**config.mk**
```make
export PLATFORM = sky130hd
export DESIGN_NAME = multicycle_control
export DESIGN_NICKNAME = d
export VERILOG_FILES = /design/src/rtl/mips_pkg.sv /design/src/rtl/mc_output_decode.sv /design/src/rtl/multicycle_control.sv
export SDC_FILE = /design/constraint.sdc
export NUM_CORES = 1
export LEC_CHECK = 0
export CORE_MARGIN = 8
export CORE_UTILIZATION = 37
export DETAILED_ROUTE_END_ITERATION = 7
export PLACE_DENSITY = 0.74
export SYNTH_ARGS = -nofsm -noshare
export SYNTH_HDL_FRONTEND = slang
export SYNTH_SLANG_ARGS = --single-unit
export TNS_END_PERCENT = 1
```
**constraint.sdc**
```tcl
create_clock -name clk -period 1.52 [get_ports clk]
set_clock_uncertainty 0.05 [all_clocks]
set_input_delay 0.152 -clock clk [delete_from_list [all_inputs] [get_ports clk]]
set_output_delay 0.152 -clock clk [all_outputs]
set_load 0.03 [all_outputs]
```
**src/rtl/mips_pkg.sv**
```systemverilog
// Shared encodings for the multi-cycle MIPS controller: opcodes, FSM states, mux selects, control word.
// Pure declarations; no timing of its own.
// Consumers apply backpressure (memory wait) in the FSM, not here.
package mips_pkg;

    // Instruction opcodes (IR[31:26]) the controller sequences
    localparam logic [5:0] OP_RTYPE = 6'd0;
    localparam logic [5:0] OP_J     = 6'd2;
    localparam logic [5:0] OP_BEQ   = 6'd4;
    localparam logic [5:0] OP_ADDI  = 6'd8;
    localparam logic [5:0] OP_LW    = 6'd35;
    localparam logic [5:0] OP_SW    = 6'd43;

    // FSM state encodings; 12-15 are unused and recover to FETCH
    localparam logic [3:0] S_FETCH  = 4'd0;
    localparam logic [3:0] S_DECODE = 4'd1;
    localparam logic [3:0] S_MEMADR = 4'd2;
    localparam logic [3:0] S_MEMRD  = 4'd3;
    localparam logic [3:0] S_MEMWB  = 4'd4;
    localparam logic [3:0] S_MEMWR  = 4'd5;
    localparam logic [3:0] S_EXEC   = 4'd6;
    localparam logic [3:0] S_RWB    = 4'd7;
    localparam logic [3:0] S_BRANCH = 4'd8;
    localparam logic [3:0] S_JUMP   = 4'd9;
    localparam logic [3:0] S_ADDIEX = 4'd10;
    localparam logic [3:0] S_ADDIWB = 4'd11;

    // ALU operation select
    localparam logic [1:0] ALUOP_ADD   = 2'b00;
    localparam logic [1:0] ALUOP_SUB   = 2'b01;
    localparam logic [1:0] ALUOP_FUNCT = 2'b10;

    // ALU B operand select
    localparam logic [1:0] SRCB_B       = 2'b00;
    localparam logic [1:0] SRCB_FOUR    = 2'b01;
    localparam logic [1:0] SRCB_IMM     = 2'b10;
    localparam logic [1:0] SRCB_IMM_SH2 = 2'b11;

    // PC source select
    localparam logic [1:0] PCSRC_ALU    = 2'b00;
    localparam logic [1:0] PCSRC_ALUOUT = 2'b01;
    localparam logic [1:0] PCSRC_JUMP   = 2'b10;

    // Complete per-cycle datapath control word
    typedef struct packed {
        logic       pc_write;
        logic       pc_write_cond;
        logic       iord;
        logic       mem_read;
        logic       mem_write;
        logic       ir_write;
        logic       mem_to_reg;
        logic       reg_dst;
        logic       reg_write;
        logic       alu_src_a;
        logic [1:0] alu_src_b;
        logic [1:0] alu_op;
        logic [1:0] pc_source;
    } ctrl_t;

    localparam ctrl_t CTRL_IDLE = '0;

    // True for the opcodes this controller knows how to sequence
    function automatic logic op_supported(input logic [5:0] op);
        return (op == OP_RTYPE) || (op == OP_LW) || (op == OP_SW) ||
               (op == OP_BEQ)   || (op == OP_J)  || (op == OP_ADDI);
    endfunction

endpackage

```
**src/rtl/mc_output_decode.sv**
```systemverilog
// State -> datapath control word lookup for the multi-cycle controller.
// Latency: purely combinational (Moore outputs of the current state).
// No backpressure; unknown encodings produce an all-zero word.
module mc_output_decode
    import mips_pkg::*;
(
    input  logic [3:0] state_i,
    output ctrl_t      ctrl_o
);

    // Every signal not named in a state stays at its idle value of 0
    always_comb begin
        ctrl_o = CTRL_IDLE;
        case (state_i)
            S_FETCH: begin
                ctrl_o.mem_read  = 1'b1;
                ctrl_o.ir_write  = 1'b1;
                ctrl_o.alu_src_b = SRCB_FOUR;
                ctrl_o.alu_op    = ALUOP_ADD;
                ctrl_o.pc_write  = 1'b1;
                ctrl_o.pc_source = PCSRC_ALU;
            end
            S_DECODE: begin
                // Speculatively compute the branch target into ALUOut
                ctrl_o.alu_src_b = SRCB_IMM_SH2;
                ctrl_o.alu_op    = ALUOP_ADD;
            end
            S_MEMADR: begin
                ctrl_o.alu_src_a = 1'b1;
                ctrl_o.alu_src_b = SRCB_IMM;
            end
            S_MEMRD: begin
                ctrl_o.mem_read = 1'b1;
                ctrl_o.iord     = 1'b1;
            end
            S_MEMWB: begin
                ctrl_o.reg_write  = 1'b1;
                ctrl_o.mem_to_reg = 1'b1;
                ctrl_o.reg_dst    = 1'b0;
            end
            S_MEMWR: begin
                ctrl_o.mem_write = 1'b1;
                ctrl_o.iord      = 1'b1;
            end
            S_EXEC: begin
                ctrl_o.alu_src_a = 1'b1;
                ctrl_o.alu_src_b = SRCB_B;
                ctrl_o.alu_op    = ALUOP_FUNCT;
            end
            S_RWB: begin
                ctrl_o.reg_write = 1'b1;
                ctrl_o.reg_dst   = 1'b1;
            end
            S_BRANCH: begin
                ctrl_o.alu_src_a     = 1'b1;
                ctrl_o.alu_src_b     = SRCB_B;
                ctrl_o.alu_op        = ALUOP_SUB;
                ctrl_o.pc_write_cond = 1'b1;
                ctrl_o.pc_source     = PCSRC_ALUOUT;
            end
            S_JUMP: begin
                ctrl_o.pc_write  = 1'b1;
                ctrl_o.pc_source = PCSRC_JUMP;
            end
            S_ADDIEX: begin
                ctrl_o.alu_src_a = 1'b1;
                ctrl_o.alu_src_b = SRCB_IMM;
                ctrl_o.alu_op    = ALUOP_ADD;
            end
            S_ADDIWB: begin
                ctrl_o.reg_write = 1'b1;
                ctrl_o.reg_dst   = 1'b0;
            end
            default: ctrl_o = CTRL_IDLE;
        endcase
    end

endmodule

```
**src/rtl/multicycle_control.sv**
```systemverilog
// Moore FSM sequencing the multi-cycle MIPS datapath; MULTICYCLE_MEM_WAIT_EN adds memory wait states.
// Latency: one state per cycle (LW 5, SW/R/ADDI 4, BEQ/J 3, illegal 2 cycles), outputs same cycle as state.
// Backpressure: with MULTICYCLE_MEM_WAIT_EN, FETCH/MEMRD/MEMWR hold while mem_ready=0; otherwise none.
module multicycle_control
    import mips_pkg::*;
#(
    parameter int STATE_W = 4
) (
    input  logic               clk,
    input  logic               reset,
    input  logic [5:0]         opcode,
    input  logic               mem_ready,
    output logic               PCWrite,
    output logic               PCWriteCond,
    output logic               IorD,
    output logic               MemRead,
    output logic               MemWrite,
    output logic               IRWrite,
    output logic               MemtoReg,
    output logic               RegDst,
    output logic               RegWrite,
    output logic               ALUSrcA,
    output logic [1:0]         ALUSrcB,
    output logic [1:0]         ALUOp,
    output logic [1:0]         PCSource,
    output logic               illegal_op,
    output logic [STATE_W-1:0] state_o
);

    logic [3:0] state_q;
    logic [3:0] state_d;
    ctrl_t      ctrl_raw;
    ctrl_t      ctrl_out;
    logic       mem_go;

`ifdef MULTICYCLE_MEM_WAIT_EN
    assign mem_go = mem_ready;
`else
    // Memory always completes in one cycle; the handshake input is deliberately ignored
    logic unused_mem_ready;
    assign unused_mem_ready = mem_ready;
    assign mem_go           = 1'b1;
`endif

    // Next-state selection; opcode is only consulted in DECODE and MEMADR where IR is stable
    always_comb begin
        state_d = S_FETCH;
        case (state_q)
            S_FETCH:  state_d = mem_go ? S_DECODE : S_FETCH;
            S_DECODE: begin
                case (opcode)
                    OP_LW, OP_SW: state_d = S_MEMADR;
                    OP_RTYPE:     state_d = S_EXEC;
                    OP_BEQ:       state_d = S_BRANCH;
                    OP_J:         state_d = S_JUMP;
                    OP_ADDI:      state_d = S_ADDIEX;
                    default:      state_d = S_FETCH;
                endcase
            end
            S_MEMADR: begin
                if (opcode == OP_LW) begin
                    state_d = S_MEMRD;
                end else if (opcode == OP_SW) begin
                    state_d = S_MEMWR;
                end else begin
                    state_d = S_FETCH;
                end
            end
            S_MEMRD:  state_d = mem_go ? S_MEMWB : S_MEMRD;
            S_MEMWB:  state_d = S_FETCH;
            S_MEMWR:  state_d = mem_go ? S_FETCH : S_MEMWR;
            S_EXEC:   state_d = S_RWB;
            S_RWB:    state_d = S_FETCH;
            S_BRANCH: state_d = S_FETCH;
            S_JUMP:   state_d = S_FETCH;
            S_ADDIEX: state_d = S_ADDIWB;
            S_ADDIWB: state_d = S_FETCH;
            default:  state_d = S_FETCH;
        endcase
    end

    // State register; reset abandons any instruction in flight
    always_ff @(posedge clk or posedge reset) begin
        if (reset) begin
            state_q <= S_FETCH;
        end else begin
            state_q <= state_d;
        end
    end

    mc_output_decode u_decode (
        .state_i (state_q),
        .ctrl_o  (ctrl_raw)
    );

    // Reset forces every control quiet at once so no write can slip out mid-instruction;
    // IR/PC loads fire only in the FETCH cycle where memory actually delivers
    always_comb begin
        ctrl_out = ctrl_raw;
        if ((state_q == S_FETCH) && !mem_go) begin
            ctrl_out.ir_write = 1'b0;
            ctrl_out.pc_write = 1'b0;
        end
        if (reset) begin
            ctrl_out = CTRL_IDLE;
        end
    end

    assign PCWrite     = ctrl_out.pc_write;
    assign PCWriteCond = ctrl_out.pc_write_cond;
    assign IorD        = ctrl_out.iord;
    assign MemRead     = ctrl_out.mem_read;
    assign MemWrite    = ctrl_out.mem_write;
    assign IRWrite     = ctrl_out.ir_write;
    assign MemtoReg    = ctrl_out.mem_to_reg;
    assign RegDst      = ctrl_out.reg_dst;
    assign RegWrite    = ctrl_out.reg_write;
    assign ALUSrcA     = ctrl_out.alu_src_a;
    assign ALUSrcB     = ctrl_out.alu_src_b;
    assign ALUOp       = ctrl_out.alu_op;
    assign PCSource    = ctrl_out.pc_source;

    assign illegal_op = !reset && (state_q == S_DECODE) && !op_supported(opcode);
    assign state_o    = STATE_W'(state_q);

endmodule
```
Word-level counts from Yosys, hierarchy flattened
Index checks and enable logic that the tools add are counted.
- bits in registers: 4
- output and inout port bits: 21
- bits of input ports: 9
- logic and storage cells: 52
- muxes and demuxes: 17
- reduce and logical (&&, ||, !) cells: 18
- eq/ne operators: 16
- operators with widths (cell ; number):
    case mux 4 bit (6 select lines) ; 1
    case mux 4 bit (5 select lines) ; 1
    equality test 4 x 3 -> 1 bit (second input constant) ; 4
    equality test 4 bit (second input constant) ; 4
    two-way mux 16 bit ; 1
    equality test 6 bit (second input constant) ; 2
    case mux 2 bit (2 select lines) ; 3
    OR reduction 2 bit ; 6
    equality test 4 x 2 -> 1 bit (second input constant) ; 2
    two-way mux 1 bit ; 8
    equality test 6 x 2 -> 1 bit (second input constant) ; 1
    equality test 6 x 3 -> 1 bit (second input constant) ; 1
    equality test 6 x 4 -> 1 bit (second input constant) ; 1
    zero test 6 bit ; 1
    two-way mux 3 bit ; 2
    case mux 2 bit (3 select lines) ; 1
    logical OR 1 bit ; 5
    equality test 4 x 1 -> 1 bit (second input constant) ; 1
    zero test 4 bit ; 1
    OR reduction 4 bit ; 1
    logical AND 1 bit ; 2
    zero test 1 bit ; 2

Depth between registers and ports, before layout
Gate-level depths: netlist of run 1.
- depth in word-level cells: 8
- depth in mapped cells: 5
- mapped depth without buffers: 4

Modules after synthesis
From an unflattened synthesis of run 1, not the netlist that was laid out.
- cell total of the unflattened synthesis: 86
- area, all modules: 656.9 µm²
- by module, submodules not included (module ; sequential area each (µm²) ; area an instance (µm²) ; cells each ; instances):
    multicycle_control ; 100.1 ; 474.2 ; 56 ; 1
    mc_output_decode ; 0.0 ; 182.7 ; 30 ; 1

Least setup slack after synthesis of run 1
No wires, ideal clock.
- path kind: register to output
- start: register state_q[2], in the netlist state_o[2]
- end: output MemRead
- cell stages (with the launch flop): 4
- slack: -0.648 ns
- path buffers: 1
- arrival: 1.966 ns
- cell sequence: dfrtp_1 > buf_6 > or2_2 > nor4_1
- longest elaborated chain between the ends: 4
- elaborated cells on any way between the ends: 5
- RTL lines (item ; RTL line ; source):
    from (decl) ; multicycle_control.sv:30 ; logic [3:0] state_q;
    from (signal assigned) ; multicycle_control.sv:87 ; state_q <= state_d;
    equality test 4 x 2 -> 1 bit / zero test 4 bit (equally long branches) ; mc_output_decode.sv:14 ; case (state_i)
    OR reduction 2 bit (no source line) (*) ; -- ;
    two-way mux 1 bit (*) ; mc_output_decode.sv:14 ;
    two-way mux 16 bit (*) ; multicycle_control.sv:104 ; if (reset) begin
    to (decl) ; multicycle_control.sv:16 ; output logic MemRead,
Mark *: on every way between the ends. The rest lies on a longest branch, timed or not.

Final worst setup path of run 1
- start: register state_q[3], in the netlist state_o[3]
- end: output RegWrite
- longest elaborated chain between the ends: 4
- elaborated cells on any way between the ends: 6
- RTL lines (item ; RTL line ; source):
    equality test 4 x 3 -> 1 bit / equality test 4 bit (equally long branches) ; mc_output_decode.sv:14 ;
    OR reduction 2 bit (no source line) ; -- ;
    case mux 2 bit (2 select lines) (*) ; mc_output_decode.sv:14 ;
    two-way mux 16 bit (*) ; multicycle_control.sv:104 ;
    to (decl) ; multicycle_control.sv:21 ; output logic RegWrite,
Marked as above.

==> results.md, run 1 <==
* Status: complete, but fails checks
* Failing checks: negative setup slack
* Synth top cells by count: nand2_1, nor2_1, nor3_1
* DIE WIDTH at 54.40 um
* Vias per inst at 5.993
* Area Growth Syn to Fin at 146.3%
* Post-synth top area share at 0.1835
* Power density cells at 1012 nW/um^2
* DP Cell Count at 140
* Vias in the first global route at 948
* Setup crit start: state_o[3]
* FF-to-FF setup slack at 0.04 ns
* Boundary Pins at 30
* CTS Hold Bufs at 0
* Drc violations at 0
* Non-Filler Instances at 149
* Critical Path Sink: RegWrite
* CP max FO at 4
* R2R Path End: state_o[0]
* Max IR drop VDD at 0.8543 mV
* Core footprint at 1436 sq um
* Reg2reg path depth at 5
* Clock Sink Count at 4
* #FFs+latches synth at 4
* Fillers at 44
* Worst min-delay path category: input pin to asynchronous set/reset pin
* Clk_lat worst skew at 0.26 ns
* Synth unique cells at 36
* Required @ worst endpoint at 1.32 ns
* CTS H-Tree Depth at 1
* Critical Path Start Type: flip-flop
* Ys flop type: dfrtp_1
* CP Capture Type: output pin
* WHS at 0.08000 ns
* Max_slew headroom at 0.6802
* Number of flops mapped to enable cells by yosys at 0
* DR iter-0 viols at 26
* Register area at 105.1 sq um
* Clock transition at path regs at 0.05 ns
* Synthesized area at 545.5 sq um
* Detailed Routing Iterations Pass 1 at 4
* Async S/R FF share, synth at 1.000
* Pin count of the biggest net entering global routing at 8
* Per-cell routed wire length at 21.32 um
* Final ANT Viol Nets at 0
* Seq/Total Area, Yosys at 0.1835
* Fraction of layout cells with a size suffix above 1 at 0.7143
* Routed via count at 893
* All-layer global routing usage at 0.2208
* CP arrival at 1.63 ns
* Place WS at -0.3778 ns
* Synthesized area per cell at 7.577 sq um
* DRT Wirelength at 3176 um
* RSZ-0062 raised after global routing: yes
* Initial antenna violation count at 0
* Area contributors post-synth: dfrtp_1, nand2b_1, nor3_1, nor4_1, buf_6
* Final worst-path cycle share at 1.202
* Area of the multi-input gates at 614.3 sq um
* Clk buf depth at 2
* Slew Viols, Final at 0
* Setup_tns at -3.669 ns
* Final-report hold violation count at 0
* Leak at 0.0005834 uW
* Post-synth top area cell: dfrtp_1
* YS warnings at 0
* Fmax achieved at 547.3 MHz
* Post-Syn Instances at 72
* CTS tree: done
* Die height at 54.40 um
* Worst Tran Pin Value at 0.4758 ns
* Max FFs per register at 4
* Number of nets in the layout at 143
* CTS root buffer: clkbuf_4
* Starting Density at 0.3798
* First-pass GRT wire length at 4719 um
* CTS buffer count at 3
* Number of max-cap violations at 0
* Crit path kind: flip-flop to output pin
* Die area at 2959 sq um
* Antenna Cells at 0
* PnR Total Power at 1360 uW
* Setup violators final at 17
* RR Startpoint: state_o[2]
* Num rows at 14
* Total gr overflow at 0
* Minimum clock period after layout at 1.827 ns
* Final worst slack at -0.3070 ns
* Post-Syn Nets at 81
* Gpl congestion at 0.8441
* Buffers on Ports at 28
* Post-DP HPWL at 1910 um
timing repair:
action | CTS | global route
buffers inserted | 5 | 0
resized for setup | 34 | 13
endpoints found under the setup margin | 18 | 20
pin swaps | 6 | 1
power breakdown:
| group | internal [uW] | total (uW) | switching, uW |
|---|---|---|---|
| Clock | 100 | 168 | 67.9 |
| Sequential | 128 | 155 | 26.9 |
| Combinational | 496 | 1040 | 542 |
| Total | 724 | 1360 | 636 |
worst min-delay path by stage:
stage	end	cells after the start	slack [ns]
detailed placement	state_o[2]	3	0.66
floorplan	state_o[2]	2	0.28
finish	state_o[3]	3	0.08
CTS	state_o[3]	3	0.47
global route	state_o[1]	3	0.12
global placement	state_o[2]	3	0.66
worst max-delay path: stages (launching register included):
cell     delay (ns)
dfrtp_2        0.44
buf_6          0.13
or2b_1         0.23
o32a_1         0.33
nor2_4         0.10
buf_6          0.13
logic make-up after synthesis:
kind of cell | share of synthesized area
and+or+nand+nor | 0.4519
DFF | 0.1835
buffers and inverters | 0.09171
AOI/OAI and AO/OA | 0.2247
xor gates and xnor gates | 0.04817
layout by cell type (no fill, tap or decap), types with 3 or more instances in the layout:
cell type	instances
dlymetal6s2s_1	5
clkdlybuf4s50_1	3
dfrtp_2	4
nor2_2	3
buf_6	19
nand2_1	6
nor3_2	3
buf_4	35
clkbuf_4	3
nand2b_4	4
stage by stage:
| step | utilization | cell area [sq um] |
|---|---|---|
| after CTS | 0.9094 | 1306 |
| final | 0.9355 | 1344 |
| after floorplan | - | 684.4 |
| after detailed placement | 0.7674 | 1102 |
| after global placement | 0.7674 | 1102 |
| after global routing | 0.9355 | 1344 |
layer usage:
layer,GRT usage,routed length (um),up-vias
li1,-,-,390
met1,0.2360,1164,425
met2,0.3989,1694,56
met3,0.02989,182,22
met4,0.1352,135,0
met5,0,0,-
layout make-up:
class                           count  share of cell area
Clock buffer                        4             0.01955
Inverter                            1            0.002793
Multi-Input combinational cell     61              0.4572
Sequential cell                     4             0.07821
Tap cell                           16             0.01490
Timing Repair Buffer               63              0.4274
Note: power is estimated with default switching activity, not from simulation.
==> run 2: changes to the inputs <==
Settings changed: ABC_CLOCK_PERIOD_IN_PS set to 1520, TNS_END_PERCENT 1 to not set.
==> results.md, run 2 (same netlist as run 1, synthesis figures left out) <==
* Drc violations at 0 (unchanged)
* Critical Path Start Type: input pin (was flip-flop)
* Final-report hold violation count at 0 (unchanged)
* Vias per inst at 6.527 (was 5.993)
* Worst Tran Pin Value at 0.3798 ns (was 0.4758 ns)
* PnR Total Power at 1450 uW (was 1360 uW)
* Final worst-path cycle share at 1.280 (was 1.202)
* Total gr overflow at 0 (unchanged)
* CP arrival at 1.74 ns (was 1.63 ns)
* Clock share of power at 0.107 (was 0.123)
* Max_slew headroom at 0.7444 (was 0.6802)
* Final worst slack at -0.4261 ns (was -0.3070 ns)
* CP max stage delay at 0.52 ns (was 0.44 ns)
* Status: complete, but fails checks (unchanged)
* Most frequent cells in the layout: buf_4, buf_6, nand2_1 (was buf_4, buf_6, nand2_1, dlymetal6s2s_1)
* All-layer global routing usage at 0.1914 (was 0.2208)
* Antenna Cells at 0 (unchanged)
* Slowest cell on crit path: clkdlybuf4s50_1 (was dfrtp_2)
* Clock transition at path regs at 0.05 ns (about the same)
* Routed via count at 979 (was 893)
* Clk buf depth at 2 (unchanged)
* Non-Filler Instances at 150 (was 149)
* CP max FO at 3 (was 4)
* CTS root buffer: clkbuf_4 (unchanged)
* DIE WIDTH at 54.40 um (unchanged)
* Pint at 744.7 uW (was 723.8 uW)
* Initial antenna violation count at 0 (unchanged)
* Num rows at 14 (unchanged)
* Per-cell routed wire length at 26.83 um (was 21.32 um)
* Critical Path, Cell by Cell: clkdlybuf4s50_1, buf_4, nor3_1, o211ai_1, and2_2, buf_4 (was buf_6, or2b_1, o32a_1, nor2_4, buf_6)
* Required @ worst endpoint at 1.32 ns (about the same)
* Minimum clock period after layout at 1.946 ns (was 1.827 ns)
* Post-DP HPWL at 1791 um (was 1910 um)
* CTS tree: done (unchanged)
* CTS buffer count at 3 (unchanged)
* Failing checks: negative setup slack (unchanged)
* Final ANT Viol Nets at 0 (unchanged)
* CTS H-Tree Depth at 1 (unchanged)
* RSZ-0062 raised after global routing: yes (unchanged)
* Max FFs per register at 4 (unchanged)
* DP Cell Count at 136 (was 140)
* Sequential group share of total power at 0.123 (was 0.114)
* Die area at 2959 sq um (unchanged)
* Power density cells at 1039 nW/um^2 (was 1012 nW/um^2)
* Clock Sink Count at 4 (unchanged)
* Fraction of layout cells with a size suffix above 1 at 0.7015 (was 0.7143)
* Core footprint at 1436 sq um (unchanged)
* Slew Viols, Final at 0 (unchanged)
* Worst min-delay path category: input pin to asynchronous set/reset pin (unchanged)
* Boundary Pins at 30 (unchanged)
* Combinational fraction of design power at 0.769 (was 0.762)
* CP Capture Type: output pin (unchanged)
* Fmax achieved at 513.9 MHz (was 547.3 MHz)
* Detailed Routing Iterations Pass 1 at 4 (unchanged)
* Most frequent CP cell: buf_4 (was buf_6)
* Setup violators final at 20 (was 17)
* Die height at 54.40 um (unchanged)
* Leak at 0.0006077 uW (was 0.0005834 uW)
* DRT Wirelength at 4024 um (was 3176 um)
* Sw Ratio at 0.4865 (was 0.4679)
* Max IR drop VDD at 1.034 mV (was 0.8543 mV)
* CTS Hold Bufs at 0 (unchanged)
* Area Growth Syn to Fin at 156.0% (was 146.3%)
* Number of max-cap violations at 0 (unchanged)
* Bufs and invs on worst path at 3 (was 2)
* Number of nets in the layout at 145 (was 143)
* Pin count of the biggest net entering global routing at 9 (was 8)
* WHS at 0.4454 ns (was 0.08000 ns)
* Crit path kind: input pin to output pin (was flip-flop to output pin)
* Vias in the first global route at 834 (was 948)
* Clk_lat worst skew at 0.26 ns (about the same)
* Buffers on Ports at 28 (unchanged)
* Most common cell after layout, fill and taps aside: buf_4 (unchanged)
* Crit-path leading delay family: buffers and inverters (was flip-flops)
* First-pass GRT wire length at 4146 um (was 4719 um)
* Gpl congestion at 0.8413 (was 0.8441)
* Sw Pwr at 705.7 uW (was 636.5 uW)
* Starting Density at 0.3798 (unchanged)
* DR iter-0 viols at 51 (was 26)
## run 2: changes by cell type in the layout (fill, tap and decap cells not counted), moves of 2 or more
cell             change
clkdlybuf4s50_1      +2
dlymetal6s2s_1       -3
nor3_4               +3
dlygate4sd2_1        +3
nor3_2               -3
nor2_4               +3
buf_6                +5
buf_4                -4
nor2_2               -3
## run 2: worst register-to-register path: cells and delay by family, from the launching register on
family / cells / cell delay, ns
simple gates: 2 / 0.15
flops: 1 / 0.45
buf+inv: 3 / 0.44
compound gates: 2 / 0.44
## run 2: path summary, 6_finish.rpt
check / from / endpoint / slack [ns] / cells past startpoint
max in group asynchronous: reset / state_o[1] / 0.79 / 3
max: opcode[5] / illegal_op / -0.43 / 6
max reg2reg: state_o[1] / state_o[2] / -0.15 / 7
min in group clk: opcode[0] / state_o[0] / 0.57 / 5
min: reset / state_o[2] / 0.45 / 3
min reg2reg: state_o[2] / state_o[3] / 0.61 / 1
## run 2: power by group through the flow
stage               combinational, uW  clock (uW)  sequential [uW]
floorplan                         481           0              184
global placement                  774           0              179
detailed placement                790           0              181
CTS                               885         149              168
global route                     1140         166              182
finish                           1120         156              179
## run 2: through the flow
stage	setup TNS (ns)	area, sq um	worst slack [ns]	utilization
2_1_floorplan	-0.5472	700.7	-0.1262	-
3_3_place_gp	-0.6161	1091	-0.2151	0.7596
3_5_place_dp	-0.6637	1091	-0.2532	0.7596
4_1_cts	-2.941	1246	-0.2511	0.8676
5_1_grt	-5.216	1396	-0.6624	0.9721
6_report	-4.086	1396	-0.4261	0.9721
## run 2: layout make-up
cell class / count / area [sq um]
well taps: 16 / 20.02
repair buffers: 65 / 604.3
clock buffers: 3 / 22.52
flip-flops and latches: 4 / 105.1
inverters: 1 / 3.754
multi-input cells: 61 / 640.6
fillers: 21 / 40.04
## run 2: per-layer routing
layer / GRT usage / routed length (um) / up-vias
met3: 0.04348 / 390 / 30
met4: 0.05328 / 272 / 0
met5: 0 / 0 / -
met1: 0.2143 / 1394 / 469
met2: 0.3511 / 1968 / 91
li1: - / - / 389
## run 2: what timing repair did
item / CTS / global route
setup endpoints to repair: 20 / 19
gates resized for setup: 26 / 25
pin swaps: 6 / 7
setup buffers: 6 / 6
==> run 3: changes to the inputs <==
Settings changed: SLEW_MARGIN set to 20.
==> results of run 3 <==
No change in the layout: final DEF, timing and power equal those of run 2.
